===== config.mk =====
export PLATFORM = sky130hd
export DESIGN_NAME = tof_pll_spi_rx_flat
export DESIGN_NICKNAME = d
export VERILOG_FILES = /design/src/rtl/tof_pll_spi_rx_if.sv /design/src/rtl/tof_pll_spi_rx.sv /design/src/flat_wrapper.sv
export SDC_FILE = /design/constraint.sdc
export NUM_CORES = 1
export LEC_CHECK = 0
export ABC_AREA = 1
export BUFFER_PORTS_ARGS = -buffer_cell sky130_fd_sc_hd__buf_4
export CAP_MARGIN = 30
export CORE_MARGIN = 2
export CORE_UTILIZATION = 54
export DETAILED_ROUTE_END_ITERATION = 10
export PLACE_DENSITY = 0.79
export SLEW_MARGIN = 10
export SYNTH_ARGS = -nofsm -noshare
export SYNTH_HDL_FRONTEND = slang
export SYNTH_SLANG_ARGS = --single-unit

===== constraint.sdc =====
create_clock -name clk200_i -period 5.8 [get_ports clk200_i]
set_input_delay 0.58 -clock clk200_i [delete_from_list [all_inputs] [get_ports clk200_i]]
set_output_delay 0.58 -clock clk200_i [all_outputs]
set_load 0.005 [all_outputs]

===== src/rtl/tof_pll_spi_rx_if.sv =====
// tof_pll_spi_rx_if: three-wire PLL programming bus (SCLK, SDIN, LE).
// The initiator drives the bus through the master modport and the receiver samples it through the slave modport.
interface tof_pll_spi_rx_if;
    logic pll_sclk;
    logic pll_sdin;
    logic pll_load;
    modport master (output pll_sclk, pll_sdin, pll_load);
    modport slave  (input  pll_sclk, pll_sdin, pll_load);
endinterface


===== src/rtl/tof_pll_spi_rx.sv =====
// tof_pll_spi_rx: oversampling receiver for 24-bit PLL programming words with a register bank and emulated lock.
// Lock emulation is enabled by defining TOF_PLL_SPI_RX_LOCK_MODEL_EN; otherwise lock_o is tied low.
module tof_pll_spi_rx #(
    parameter logic [16:0] LOCK_DELAY = 17'd94000
) (
    input  logic                 clk200_i,
    input  logic                 rst200_n_i,
    tof_pll_spi_rx_if.slave      spi,
    output logic [23:0]          word_o,
    output logic [1:0]           addr_o,
    output logic                 word_valid_o,
    output logic                 frame_err_o,
    output logic [23:0]          reg0_o,
    output logic [23:0]          reg1_o,
    output logic [23:0]          reg2_o,
    output logic [23:0]          reg3_o,
    output logic                 lock_o
);
    typedef enum logic [1:0] {IDLE, SHIFT, LATCH} state_t;

    logic [1:0]  rst_sync_q;
    logic        rst_n;
    logic [2:0]  sclk_q, load_q;
    logic [1:0]  sdin_q;
    logic        sclk_rise, le_rise;
    state_t      state_q, state_d;
    logic [23:0] shreg_q, shreg_d;
    logic [4:0]  bit_cnt_q, bit_cnt_d;
    logic        err_pend_q, err_pend_d;
    logic [23:0] word_q, word_d;
    logic [1:0]  addr_q, addr_d;
    logic        valid_q, valid_d;
    logic        err_q, err_d;
    logic [23:0] regs_q [4];
    logic [23:0] regs_d [4];

    // Assertion is immediate, release reaches the logic two edges later.
    always_ff @(posedge clk200_i or negedge rst200_n_i) begin
        if (!rst200_n_i) rst_sync_q <= 2'b00;
        else             rst_sync_q <= {rst_sync_q[0], 1'b1};
    end
    assign rst_n = rst_sync_q[1];

    assign sclk_rise = sclk_q[1] & ~sclk_q[2];
    assign le_rise   = load_q[1] & ~load_q[2];

    always_comb begin
        state_d    = state_q;
        shreg_d    = shreg_q;
        bit_cnt_d  = bit_cnt_q;
        err_pend_d = 1'b0;
        word_d     = word_q;
        addr_d     = addr_q;
        regs_d     = regs_q;
        valid_d    = 1'b0;
        err_d      = err_pend_q;
        if (state_q == LATCH) begin
            state_d   = IDLE;
            shreg_d   = '0;
            bit_cnt_d = '0;
            if (bit_cnt_q == 5'd24) begin
                valid_d                = 1'b1;
                word_d                 = shreg_q;
                addr_d                 = shreg_q[1:0];
                regs_d[shreg_q[1:0]]   = shreg_q;
            end else begin
                err_d = 1'b1;
            end
        end else if (le_rise) begin
            // An empty frame is delayed one cycle so both strobes share the same latency.
            if (state_q == SHIFT) state_d = LATCH;
            else                  err_pend_d = 1'b1;
        end else if (sclk_rise && !load_q[1]) begin
            shreg_d   = {shreg_q[22:0], sdin_q[1]};
            bit_cnt_d = (bit_cnt_q == 5'd31) ? 5'd31 : bit_cnt_q + 5'd1;
            state_d   = SHIFT;
        end
    end

    always_ff @(posedge clk200_i or negedge rst_n) begin
        if (!rst_n) begin
            sclk_q     <= '0;
            load_q     <= '0;
            sdin_q     <= '0;
            state_q    <= IDLE;
            shreg_q    <= '0;
            bit_cnt_q  <= '0;
            err_pend_q <= 1'b0;
            word_q     <= '0;
            addr_q     <= '0;
            regs_q     <= '{default: '0};
            valid_q    <= 1'b0;
            err_q      <= 1'b0;
        end else begin
            sclk_q     <= {sclk_q[1:0], spi.pll_sclk};
            load_q     <= {load_q[1:0], spi.pll_load};
            sdin_q     <= {sdin_q[0], spi.pll_sdin};
            state_q    <= state_d;
            shreg_q    <= shreg_d;
            bit_cnt_q  <= bit_cnt_d;
            err_pend_q <= err_pend_d;
            word_q     <= word_d;
            addr_q     <= addr_d;
            regs_q     <= regs_d;
            valid_q    <= valid_d;
            err_q      <= err_d;
        end
    end

    assign word_o       = word_q;
    assign addr_o       = addr_q;
    assign word_valid_o = valid_q;
    assign frame_err_o  = err_q;
    assign reg0_o       = regs_q[0];
    assign reg1_o       = regs_q[1];
    assign reg2_o       = regs_q[2];
    assign reg3_o       = regs_q[3];

`ifdef TOF_PLL_SPI_RX_LOCK_MODEL_EN
    typedef enum logic [1:0] {UNLOCKED, COUNT, LOCKED} lock_t;

    lock_t       lock_st_q, lock_st_d;
    logic [2:0]  wr_q, wr_d;
    logic [16:0] lock_cnt_q, lock_cnt_d;
    logic        lock_q, lock_d;

    always_comb begin
        lock_st_d  = lock_st_q;
        wr_d       = wr_q;
        lock_cnt_d = lock_cnt_q;
        lock_d     = lock_q;
        if (valid_d && lock_st_q == UNLOCKED) begin
            wr_d = wr_q | {addr_d == 2'd2, addr_d == 2'd1, addr_d == 2'd0};
            if (&wr_d) begin
                lock_st_d  = COUNT;
                lock_cnt_d = '0;
            end
        end else if (valid_d && !addr_d[1]) begin
            lock_st_d  = COUNT;
            lock_cnt_d = '0;
            lock_d     = 1'b0;
        end else if (lock_st_q == COUNT) begin
            if (lock_cnt_q == LOCK_DELAY - 17'd1) begin
                lock_st_d = LOCKED;
                lock_d    = 1'b1;
            end else begin
                lock_cnt_d = lock_cnt_q + 17'd1;
            end
        end
    end

    always_ff @(posedge clk200_i or negedge rst_n) begin
        if (!rst_n) begin
            lock_st_q  <= UNLOCKED;
            wr_q       <= '0;
            lock_cnt_q <= '0;
            lock_q     <= 1'b0;
        end else begin
            lock_st_q  <= lock_st_d;
            wr_q       <= wr_d;
            lock_cnt_q <= lock_cnt_d;
            lock_q     <= lock_d;
        end
    end

    assign lock_o = lock_q;
`else
    assign lock_o = &{1'b0, LOCK_DELAY};
`endif
endmodule


===== src/flat_wrapper.sv =====
// flat-port wrapper written by rule: the top's interface ports become plain ports
module tof_pll_spi_rx_flat 
#(
    parameter logic [16:0] LOCK_DELAY = 17'd94000
)
  (clk200_i, rst200_n_i, word_o, addr_o, word_valid_o, frame_err_o, reg0_o, reg1_o, reg2_o, reg3_o, lock_o, spi_pll_sclk, spi_pll_sdin, spi_pll_load);
  tof_pll_spi_rx_if spi_i ();
  input  logic clk200_i;
  input  logic rst200_n_i;
  output logic [23:0] word_o;
  output logic [1:0] addr_o;
  output logic word_valid_o;
  output logic frame_err_o;
  output logic [23:0] reg0_o;
  output logic [23:0] reg1_o;
  output logic [23:0] reg2_o;
  output logic [23:0] reg3_o;
  output logic lock_o;
  input wire logic [$bits(spi_i.pll_sclk)-1:0] spi_pll_sclk;
  input wire logic [$bits(spi_i.pll_sdin)-1:0] spi_pll_sdin;
  input wire logic [$bits(spi_i.pll_load)-1:0] spi_pll_load;
  assign spi_i.pll_sclk = spi_pll_sclk;
  assign spi_i.pll_sdin = spi_pll_sdin;
  assign spi_i.pll_load = spi_pll_load;
  tof_pll_spi_rx #(.LOCK_DELAY(LOCK_DELAY)) u_core (.clk200_i(clk200_i), .rst200_n_i(rst200_n_i), .spi(spi_i), .word_o(word_o), .addr_o(addr_o), .word_valid_o(word_valid_o), .frame_err_o(frame_err_o), .reg0_o(reg0_o), .reg1_o(reg1_o), .reg2_o(reg2_o), .reg3_o(reg3_o), .lock_o(lock_o));
endmodule

==> summary.md, run 1 <==
| Metric | Value |
|---|---|
| Largest net degree at the start of global routing | `79` |
| Reg2reg start | `u_core.state_q[0]` |
| Area growth syn-to-layout | `24.6%` |
| Postcts setup bufs | `0` |
| Post-synth EDFFs | `0` |
| Maximum vdd drop | `~160 uV` |
| Fin area | `0.00772 mm^2` |
| Sw frac | `0.227` |
| Setup CP Type | `flop to flop` |
| Final setup fails | `0` |
| Most common cell in the netlist | `dfrtp_1` |
| Initial antenna violation count | `0` |
| Largest cells by area after synthesis | `dfrtp_1 66%, nand2_1 8.6%, o21ai_1 5.1%` |
| Vias | `between 4000 and 5000` |
| Crit path max fanout | `27` |
| Main synth FF type | `dfrtp_1` |
| Final Net Count | `between 600 and 700` |
| Mapped Nets | `between 500 and 600` |
| Syn_area_per_cell | `11.2 um^2` |
| P per Cell Area | `around 320 mW/mm^2` |
| Slew Viols, Final | `0` |
| Seq pwr share | `0.486` |
| Fmax | `approximately 400 MHz` |
| #FFs+latches synth | `between 150 and 200` |
| DP Worst Slack | `around 3.4 ns` |
| DRT Pass-1 Iters | `4` |
| PortBufs | `about 130` |
| Maxcap violations | `0` |
| Final Worst Setup Slack | `3.36 ns` |
| Hold-fix buffer count after cts | `1` |
| Worst skew pair latency | `just over 0.4 ns` |
| WP data arrival | `2.68 ns` |
| Netlist cell types | `27` |
| Area leader, netlist | `dfrtp_1` |
| CORE AREA | `0.0113 mm^2` |
| GP Congestion | `~0.8` |
| Placed inst area | `just over 0.007 mm^2` |
| Critical Path Sink Type | `flop` |
| Worst-path clk slew | `around 0.06 ns` |
| Initial drt markers | `about 290` |
| Synth Instances | `approximately 550` |
| Internal power | `around 1.9 mW` |
| Status | `finished, final reports clean` |
| Clock power share | `0.451` |
| RSZ-0062 raised after global routing | `no` |
| # resized after CTS | `0` |
| Residual DRC | `0` |
| DR vias/cell | `around 5.2` |
| Vias in the first global route | `4225` |
| Ports | `between 100 and 150` |
| Num CTS Buffers | `17` |
| Hold_ws | `0.252 ns` |
| GR Util All Layers | `0.223` |
| Worst hold path class | `flop to async pin` |
| Mapped Area | `a little over 0.006 mm^2` |
| Yosys top cell area share | `0.662` |
| Fin crit share | `0.421` |
| Tmin final | `between 2 and 2.5 ns` |
| H-tree levels | `4` |
| FF-to-FF path depth | `5` |
| ANT nets after route | `0` |
| Reg2reg setup slack | `between 3 and 4 ns` |
| Max clock buf depth | `2` |
| Die X | `~110 um` |
| N_diodes | `0` |
| Seq/Total Area, Yosys | `0.662` |
| Final worst clock skew | `0.00550 ns` |
| Static Leak | `3.85 nW` |
| CTS tree | `done` |
| Final WL | `approximately 13 mm` |
| Critical path data required time | `approximately 6.0 ns` |
| Clock root buffer | `clkbuf_16` |
| Ys async rst share | `1.00` |
| Switching power | `561 uW` |
| First-pass GRT wire length | `about 22 mm` |
| Crit start category | `flop` |
| Dpl hpwl | `between 8 and 9 mm` |
| Combinational share of power | `0.063` |
| DIE HEIGHT | `roughly 110 um` |
| Die ar. | `0.0123 mm^2` |
| Final core utilization | `0.682` |
| Reg2reg end | `u_core.bit_cnt_q[1]` |
| Avg WL per Cell | `16.1 um` |
| Most instantiated cells after synthesis | `164 x dfrtp_1, 142 x nand2_1, 63 x o21ai_1` |
| Setup tns final | `0 ns` |
| Actual slew at the worst max-slew pin | `0.891 ns` |
| Yosys warnings | `0` |
| Initial Utilization | `0.547` |
| Cell Rows | `39` |
| Clock Sinks | `between 150 and 200` |
| Relative slew margins | `0.405` |
| Total gr overflow | `0` |
| Layout cells sized above 1 | `0.296` |
| Fin. Hold Viols | `0` |
-- worst max-delay path by stage --
stage / startpoint / to / depth (start not counted)
finish: u_core.state_q[0] / u_core.bit_cnt_q[1] / 5
floorplan: u_core.rst_sync_q[1] / u_core.addr_o[0] / 0
global route: u_core.state_q[0] / u_core.bit_cnt_q[1] / 5
CTS: u_core.state_q[0] / u_core.bit_cnt_q[1] / 5
global placement: u_core.state_q[0] / u_core.bit_cnt_q[1] / 5
detailed placement: u_core.state_q[0] / u_core.bit_cnt_q[1] / 5
-- layout make-up --
class	instances	area, um^2
multi-input combinational	311	1650
clock buffer	21	460
timing repair buffer	132	1010
fill	856	3600
clock inverter	9	130
tap	143	179
sequential	164	4110
inverter	48	180
-- per-layer routing --
layer | track usage | wire length (um)
met1 | 0.292 | 5810
met4 | 0.0576 | 110
met5 | 0 | 0
met2 | 0.364 | 6520
met3 | 0.0733 | 927
-- state kept, by name, indices dropped and copies added (netlist names), 2 cells and up --
name               cells
u_core.bit_cnt_q       5
u_core.load_q          3
u_core.reg0_o         24
u_core.reg1_o         24
u_core.reg2_o         24
u_core.reg3_o         24
u_core.rst_sync_q      2
u_core.sclk_q          3
u_core.sdin_q          2
u_core.shreg_q        24
u_core.state_q         2
u_core.word_o         23
-- per-stage QoR --
step	cells	total power, mW
floorplan	552	1.33
global placement	796	1.35
detailed placement	796	1.37
CTS	827	2.48
global route	828	2.56
finish	828	2.47
-- critical path, cell delays in order, from the launching register on --
cell,delay (ns)
dfrtp_1,0.40
inv_1,0.07
ha_1,0.49
clkinv_1,0.33
nand2_1,0.74
o21ai_0,0.22
-- placed cells by master, fill, tap and decap left out, drive strengths merged --
master	count
nor3	1
clkbuf	21
nand4	2
nand2	144
dfrtp	164
o21bai	1
ha	4
clkinv	3
nand3b	1
a21oi	1
bufinv	3
nand3	10
buf	131
o21ai	117
nor2	5
dlygate4sd3	1
inv	47
clkinvlp	4
o22ai	23
conb	2
-- power by group through the flow --
stage	Combinational (mW)	Sequential [mW]	Clock (mW)
after global placement	0.133	1.22	0
final	0.155	1.20	1.11
after global routing	0.175	1.20	1.18
after floorplan	0.107	1.23	0
after CTS	0.147	1.21	1.13
after detailed placement	0.147	1.22	0
-- logic make-up after synthesis --
kind of cell             count (synthesis)  synth area share
adder cells (fa/ha/maj)                  4           0.00808
other                                    2           0.00121
AO/OA/AOI/OAI                          142             0.141
flip-flops                             164             0.662
buffers and inverters                   77            0.0717
AND/OR/NAND/NOR                        163             0.116
No activity file was read; power rests on OpenSTA's default activity.
==> run 2, diff against run 1 <==
--- a/config.mk
+++ b/config.mk
@@ -5,13 +5,13 @@
 export SDC_FILE = /design/constraint.sdc
 export NUM_CORES = 1
 export LEC_CHECK = 0
-export ABC_AREA = 1
+export ABC_AREA = 0
 export BUFFER_PORTS_ARGS = -buffer_cell sky130_fd_sc_hd__buf_4
 export CAP_MARGIN = 30
 export CORE_MARGIN = 2
-export CORE_UTILIZATION = 54
+export CORE_UTILIZATION = 49
 export DETAILED_ROUTE_END_ITERATION = 10
-export PLACE_DENSITY = 0.79
+export PLACE_DENSITY = 0.75
 export SLEW_MARGIN = 10
 export SYNTH_ARGS = -nofsm -noshare
 export SYNTH_HDL_FRONTEND = slang
==> constraint.sdc (replaced) <==
create_clock -name clk200_i -period 2.2 [get_ports clk200_i]
set_input_delay 0.22 -clock clk200_i [delete_from_list [all_inputs] [get_ports clk200_i]]
set_output_delay 0.22 -clock clk200_i [all_outputs]
set_load 0.005 [all_outputs]
==> run 2 against run 1 <==
Compared with the run above: core utilization down 4.4 points; total power rose to 2.5 times the previous value; synthesized area up 1.5%; cell count down 9.7%; setup slack worse by 3.1 ns; sequential cell count unchanged; worst hold slack worse by 0.14 ns; clock power up 140%.
==> summary.md, run 2 <==
| Metric | Value |
|---|---|
| Die X | `117 um` |
| Commonest non-fill, non-tap cell in the layout | `dfrtp_1` |
| Vias | `~3800` |
| Wire length on met1 | `about 6 mm` |
| Max clock buf depth | `2` |
| Clock Sinks | `approximately 160` |
| Die ar. | `~0.014 mm^2` |
| Largest net degree at the start of global routing | `67` |
| Synth Instances | `427` |
| Max layer used | `met4` |
| N_diodes | `0` |
| Main synth FF type | `dfrtp_1` |
| Final setup fails | `0` |
| Dpl hpwl | `8.83 mm` |
| Syn_area_per_cell | `between 10 and 15 um^2` |
| CORE AREA | `between 0.01 and 0.015 mm^2` |
| Mapped Area | `between 0.006 and 0.007 mm^2` |
| Hold-fix buffer count after cts | `4` |
| Initial drt markers | `approximately 210` |
| Area leader, netlist | `dfrtp_1` |
| Slew Viols, Final | `0` |
| Maximum vdd drop | `just over 600 uV` |
| Fillers | `approximately 940` |
| Final WL | `between 10 and 15 mm` |
| P per Cell Area | `slightly below 800 mW/mm^2` |
| Critical path data required time | `between 2 and 3 ns` |
| Clock root buffer | `clkbuf_16` |
| Total gr overflow | `0` |
| GP Congestion | `about 0.73` |
| Initial Utilization | `0.500` |
| Setup CP Type | `flop to flop` |
| Yosys warnings | `0` |
| Netlist cell types | `40` |
| Final Net Count | `~580` |
| Crit path max fanout | `24` |
| DRT Pass-1 Iters | `4` |
| Static Leak | `4.28 nW` |
| Area growth syn-to-layout | `27.6%` |
| Tmin final | `between 1.5 and 2 ns` |
| First-pass GRT wire length | `approximately 21 mm` |
| Critical Path Sink Type | `flop` |
| Worst hold path class | `input pin to async pin` |
| Status | `finished, final reports clean` |
| Yosys top cell area share | `0.653` |
| WP data arrival | `about 2.3 ns` |
| Met2 routed WL | `6.63 mm` |
| PortBufs | `around 130` |
| Vias in the first global route | `around 4000` |
| ANT nets after route | `0` |
| Cell Rows | `41` |
| Initial antenna violation count | `0` |
| Postcts setup bufs | `0` |
| H-tree levels | `4` |
| Crit start category | `flop` |
| Tot Pwr | `around 6.3 mW` |
| CTS tree | `done` |
| Seq/Total Area, Yosys | `0.653` |
| DR vias/cell | `approximately 5.1` |
| Fin crit share | `0.887` |
| Most common cell in the netlist | `dfrtp_1` |
| GR Util All Layers | `0.208` |
| RSZ-0062 raised after global routing | `no` |
| Ports | `130` |
| Residual DRC | `0` |
| Mapped Nets | `around 440` |
| Largest cells by area after synthesis | `dfrtp_1 65%, mux2_2 17%, mux2_4 4.3%` |
| Final worst clock skew | `~0.0055 ns` |
| Post-synth EDFFs | `0` |
| Avg WL per Cell | `17.9 um` |
| Fmax | `between 500 and 600 MHz` |
| Ys async rst share | `1.00` |
| Num CTS Buffers | `17` |
| Setup tns final | `0 ns` |
| DIE HEIGHT | `117 um` |
| Worst-path clk slew | `0.06 ns` |
| Worst skew pair latency | `around 0.42 ns` |
| Maxcap violations | `0` |
| #FFs+latches synth | `164` |
| # resized after CTS | `0` |
| Most instantiated cells after synthesis | `164 x dfrtp_1, 94 x mux2_2, 50 x nand2_1` |
| Met3 WL post-DR | `between 500 and 600 um` |
| Commonest non-fill, non-tap cells in the layout | `163 x dfrtp_1, 138 x buf_4, 94 x mux2_2` |
| Fin. Hold Viols | `0` |
| Layout cells sized above 1 | `0.509` |
[run 2: critical path, stage by stage (launching register included)]
cell and delay [ns]:
dfrtp_1 0.41, inv_1 0.09, ha_1 0.18, and4b_2 0.33
nand3_4 0.38, mux2_2 0.43
[run 2: worst paths after layout]
check                                           from              endpoint  slack, ns  depth (start not counted)
worst max-delay path             u_core.bit_cnt_q[0]      u_core.reg0_o[7]       0.25                          5
worst min-delay path                      rst200_n_i  u_core.rst_sync_q[1]       0.12                          2
worst max register to register   u_core.bit_cnt_q[0]      u_core.reg0_o[7]       0.25                          5
worst min register to register  u_core.rst_sync_q[1]      u_core.word_o[7]       0.29                          0
max in group asynchronous       u_core.rst_sync_q[1]     u_core.word_o[11]       1.21                          1
min in group clk200_i               u_core.load_q[0]      u_core.load_q[1]       0.35                          0
[run 2: cell type report]
type | count | area [um^2] | share of cell area
Inverter | 7 | 26.3 | 0.00328
Timing Repair Buffer | 145 | 1140 | 0.142
Multi-Input combinational cell | 232 | 2020 | 0.251
Sequential cell | 164 | 4110 | 0.512
Clock inverter | 7 | 60.1 | 0.00749
Clock buffer | 21 | 460 | 0.0574
Tap cell | 172 | 215 | 0.0268
[run 2: per-layer routing]
metal / vias up / global-route usage
li1: 1739 / -
met1: 1975 / 0.280
met2: 97 / 0.326
met3: 19 / 0.0530
met4: 0 / 0.0816
met5: - / 0
[run 2: cell families after synthesis]
group | after synthesis | synth area share
DFF | 164 | 0.653
other | 2 | 0.00119
adders and majority gates | 4 | 0.00796
muxes | 112 | 0.211
AOI/OAI and AO/OA | 38 | 0.0358
buffers and inverters | 31 | 0.0279
and+or+nand+nor | 76 | 0.0631
[run 2: stage by stage]
stage	std cells	hold WS [ns]	worst slack, ns	area (um^2)	util
2_1_floorplan	427	-0.0756	0.420	6290	-
3_3_place_gp	716	0.00300	0.338	7460	0.594
3_5_place_dp	716	0.00428	0.274	7460	0.594
4_1_cts	748	0.103	0.254	8020	0.638
5_1_grt	748	0.113	0.167	8020	0.638
6_report	748	0.117	0.249	8020	0.638
[run 2: report_power, final]
part | internal [mW] | leakage (nW) | switching (mW) | total [mW]
Clock | 1.58 | 0.264 | 1.09 | 2.66
Combinational | 0.159 | 1.76 | 0.285 | 0.443
Sequential | 3.09 | 2.26 | 0.0850 | 3.17
Total | 4.82 | 4.28 | 1.46 | 6.28
==> run 3, diff against run 2 <==
--- a/config.mk
+++ b/config.mk
@@ -11,6 +11,7 @@
 export CORE_MARGIN = 2
 export CORE_UTILIZATION = 49
 export DETAILED_ROUTE_END_ITERATION = 10
+export MAX_ROUTING_LAYER = met4
 export PLACE_DENSITY = 0.75
 export SLEW_MARGIN = 10
 export SYNTH_ARGS = -nofsm -noshare
==> run 3 against run 2 <==
Compared with the run above: clock power hardly changed; worst hold slack gained 0.0045 ns; count of clock-buffer cells in the layout is the same; sequential share of layout area unchanged; clock skew about the same; sequential power barely moved; combinational power barely moved; routed wire length is essentially flat; critical path type unchanged; largest power group unchanged.
==> summary.md, run 3 (same netlist as run 2, synthesis figures left out) <==
| Metric | Value |
|---|---|
| Status | `finished, final reports clean` |
| Die ar. | `0.0138 mm^2` |
| H-tree levels | `4` |
| Grt peak-use layer | `met2` |
| FF-to-FF path depth | `5` |
| Fin. Hold Viols | `0` |
| Final WL | `~13 mm` |
| ANT nets after route | `0` |
| Setup CP Type | `flop to flop` |
| CP peak stage delay | `~0.43 ns` |
| Crit start category | `flop` |
| Layout cells sized above 1 | `0.509` |
| Cell Rows | `41` |
| Reg2reg setup slack | `between 0.2 and 0.3 ns` |
| Maximum vdd drop | `just over 600 uV` |
| Initial drt markers | `216` |
| Met1 GRT Util | `0.282` |
| RSZ-0062 raised after global routing | `no` |
| Setup tns final | `0 ns` |
| Die X | `between 100 and 150 um` |
| Final worst clock skew | `slightly above 0.005 ns` |
| # resized after CTS | `0` |
| Fin crit share | `0.884` |
| Critical path data required time | `approximately 2.5 ns` |
| Commonest non-fill, non-tap cells in the layout | `163 x dfrtp_1, 138 x buf_4, 94 x mux2_2` |
| CP startpoint | `u_core.bit_cnt_q[0]` |
| CORE AREA | `0.0126 mm^2` |
| Avg WL per Cell | `17.9 um` |
| CP max stage cell | `mux2_2` |
| Setup crit end | `u_core.reg0_o[7]` |
| Final core utilization | `0.638` |
| Fmax | `between 500 and 600 MHz` |
| Final Net Count | `about 580` |
| Area growth syn-to-layout | `27.6%` |
| Ports | `130` |
| Worst-path clk slew | `around 0.060 ns` |
| Final setup fails | `0` |
| Max clock buf depth | `2` |
| Commonest non-fill, non-tap cell in the layout | `dfrtp_1` |
| N_diodes | `0` |
| Worst skew pair latency | `between 0.4 and 0.5 ns` |
| Initial Utilization | `0.500` |
| Clock root buffer | `clkbuf_16` |
| Final Worst Setup Slack | `between 0.2 and 0.3 ns` |
| Worst path cell trace | `inv_1, ha_1, and4b_2, nand3_4, mux2_2` |
| DP Worst Slack | `about 0.27 ns` |
| Total gr overflow | `0` |
| Vias | `3830` |
| DIE HEIGHT | `~120 um` |
| Maxcap violations | `0` |
| Clock Sinks | `between 150 and 200` |
| Worst hold path class | `input pin to async pin` |
| Vias in the first global route | `between 3000 and 4000` |
| First-pass GRT wire length | `around 21 mm` |
| Dpl hpwl | `around 9 mm` |
| Num CTS Buffers | `17` |
| Reg2reg end | `u_core.reg0_o[7]` |
| Reg2reg start | `u_core.bit_cnt_q[0]` |
| GR Util All Layers | `0.214` |
| DR vias/cell | `5.12` |
| Slew Viols, Final | `0` |
| Initial antenna violation count | `0` |
| CTS tree | `done` |
| P per Cell Area | `between 700 and 800 mW/mm^2` |
| Tmin final | `between 1.5 and 2 ns` |
| Critical Path Sink Type | `flop` |
| PortBufs | `~130` |
| Met2 usage | `0.326` |
| Tot Pwr | `between 6 and 7 mW` |
| Largest net degree at the start of global routing | `67` |
| DRT Pass-1 Iters | `4` |
| M3 GR Usage | `0.0499` |
| Static Leak | `between 4 and 5 nW` |
| GP Congestion | `around 0.74` |
| Residual DRC | `0` |
| Hold_ws | `0.121 ns` |
| WP data arrival | `~2.2 ns` |
| Crit path max fanout | `24` |
## run 3: cell counts in the layout (fill, tap and decap cells not counted)
Identical to the previous run, type by type.
## run 3: layout make-up
| class | count | area (um^2) |
|---|---|---|
| well taps | 172 | 215 |
| repair buffers | 145 | 1140 |
| clock buffers | 21 | 460 |
| multi-input cells | 232 | 2020 |
| inverters | 7 | 26.3 |
| fillers | 942 | 4550 |
| flip-flops and latches | 164 | 4110 |
| clock inverters | 7 | 60.1 |
## run 3: worst max-delay path: cells and delay by family, from the launching register on
| family | cells | cell delay (ns) |
|---|---|---|
| adders and majority gates | 1 | 0.18 |
| DFF | 1 | 0.41 |
| muxes | 1 | 0.43 |
| and+or+nand+nor | 2 | 0.71 |
| buffers and inverters | 1 | 0.09 |
## run 3: worst min-delay path by stage
stage / cells past startpoint / start / end
finish: 2 / rst200_n_i / u_core.rst_sync_q[1]
global route: 2 / rst200_n_i / u_core.rst_sync_q[1]
CTS: 2 / rst200_n_i / u_core.rst_sync_q[1]
detailed placement: 1 / rst200_n_i / u_core.rst_sync_q[1]
global placement: 1 / rst200_n_i / u_core.rst_sync_q[0]
floorplan: 0 / rst200_n_i / u_core.rst_sync_q[0]
## run 3: per-stage QoR
stage          instances  cell area [um^2]
6_report             748              8020
5_1_grt              748              8020
4_1_cts              748              8020
3_5_place_dp         716              7460
3_3_place_gp         716              7460
2_1_floorplan        427              6290
## run 3: layer usage
metal  vias up  wire length, um
li1       1746                -
met5         -                0
met2        96             6620
met1      1968             6000
met4         0              229
met3        20              523
## run 3: timing repair
item / in CTS / in global routing
hold buffers: 4 / 0
buffers inserted: 0 / 0
endpoints found under the hold margin: 5 / 0
## run 3: power breakdown
| group | switching, mW | internal, mW |
|---|---|---|
| Sequential | 0.0844 | 3.09 |
| Clock | 1.08 | 1.58 |
| Combinational | 0.283 | 0.158 |
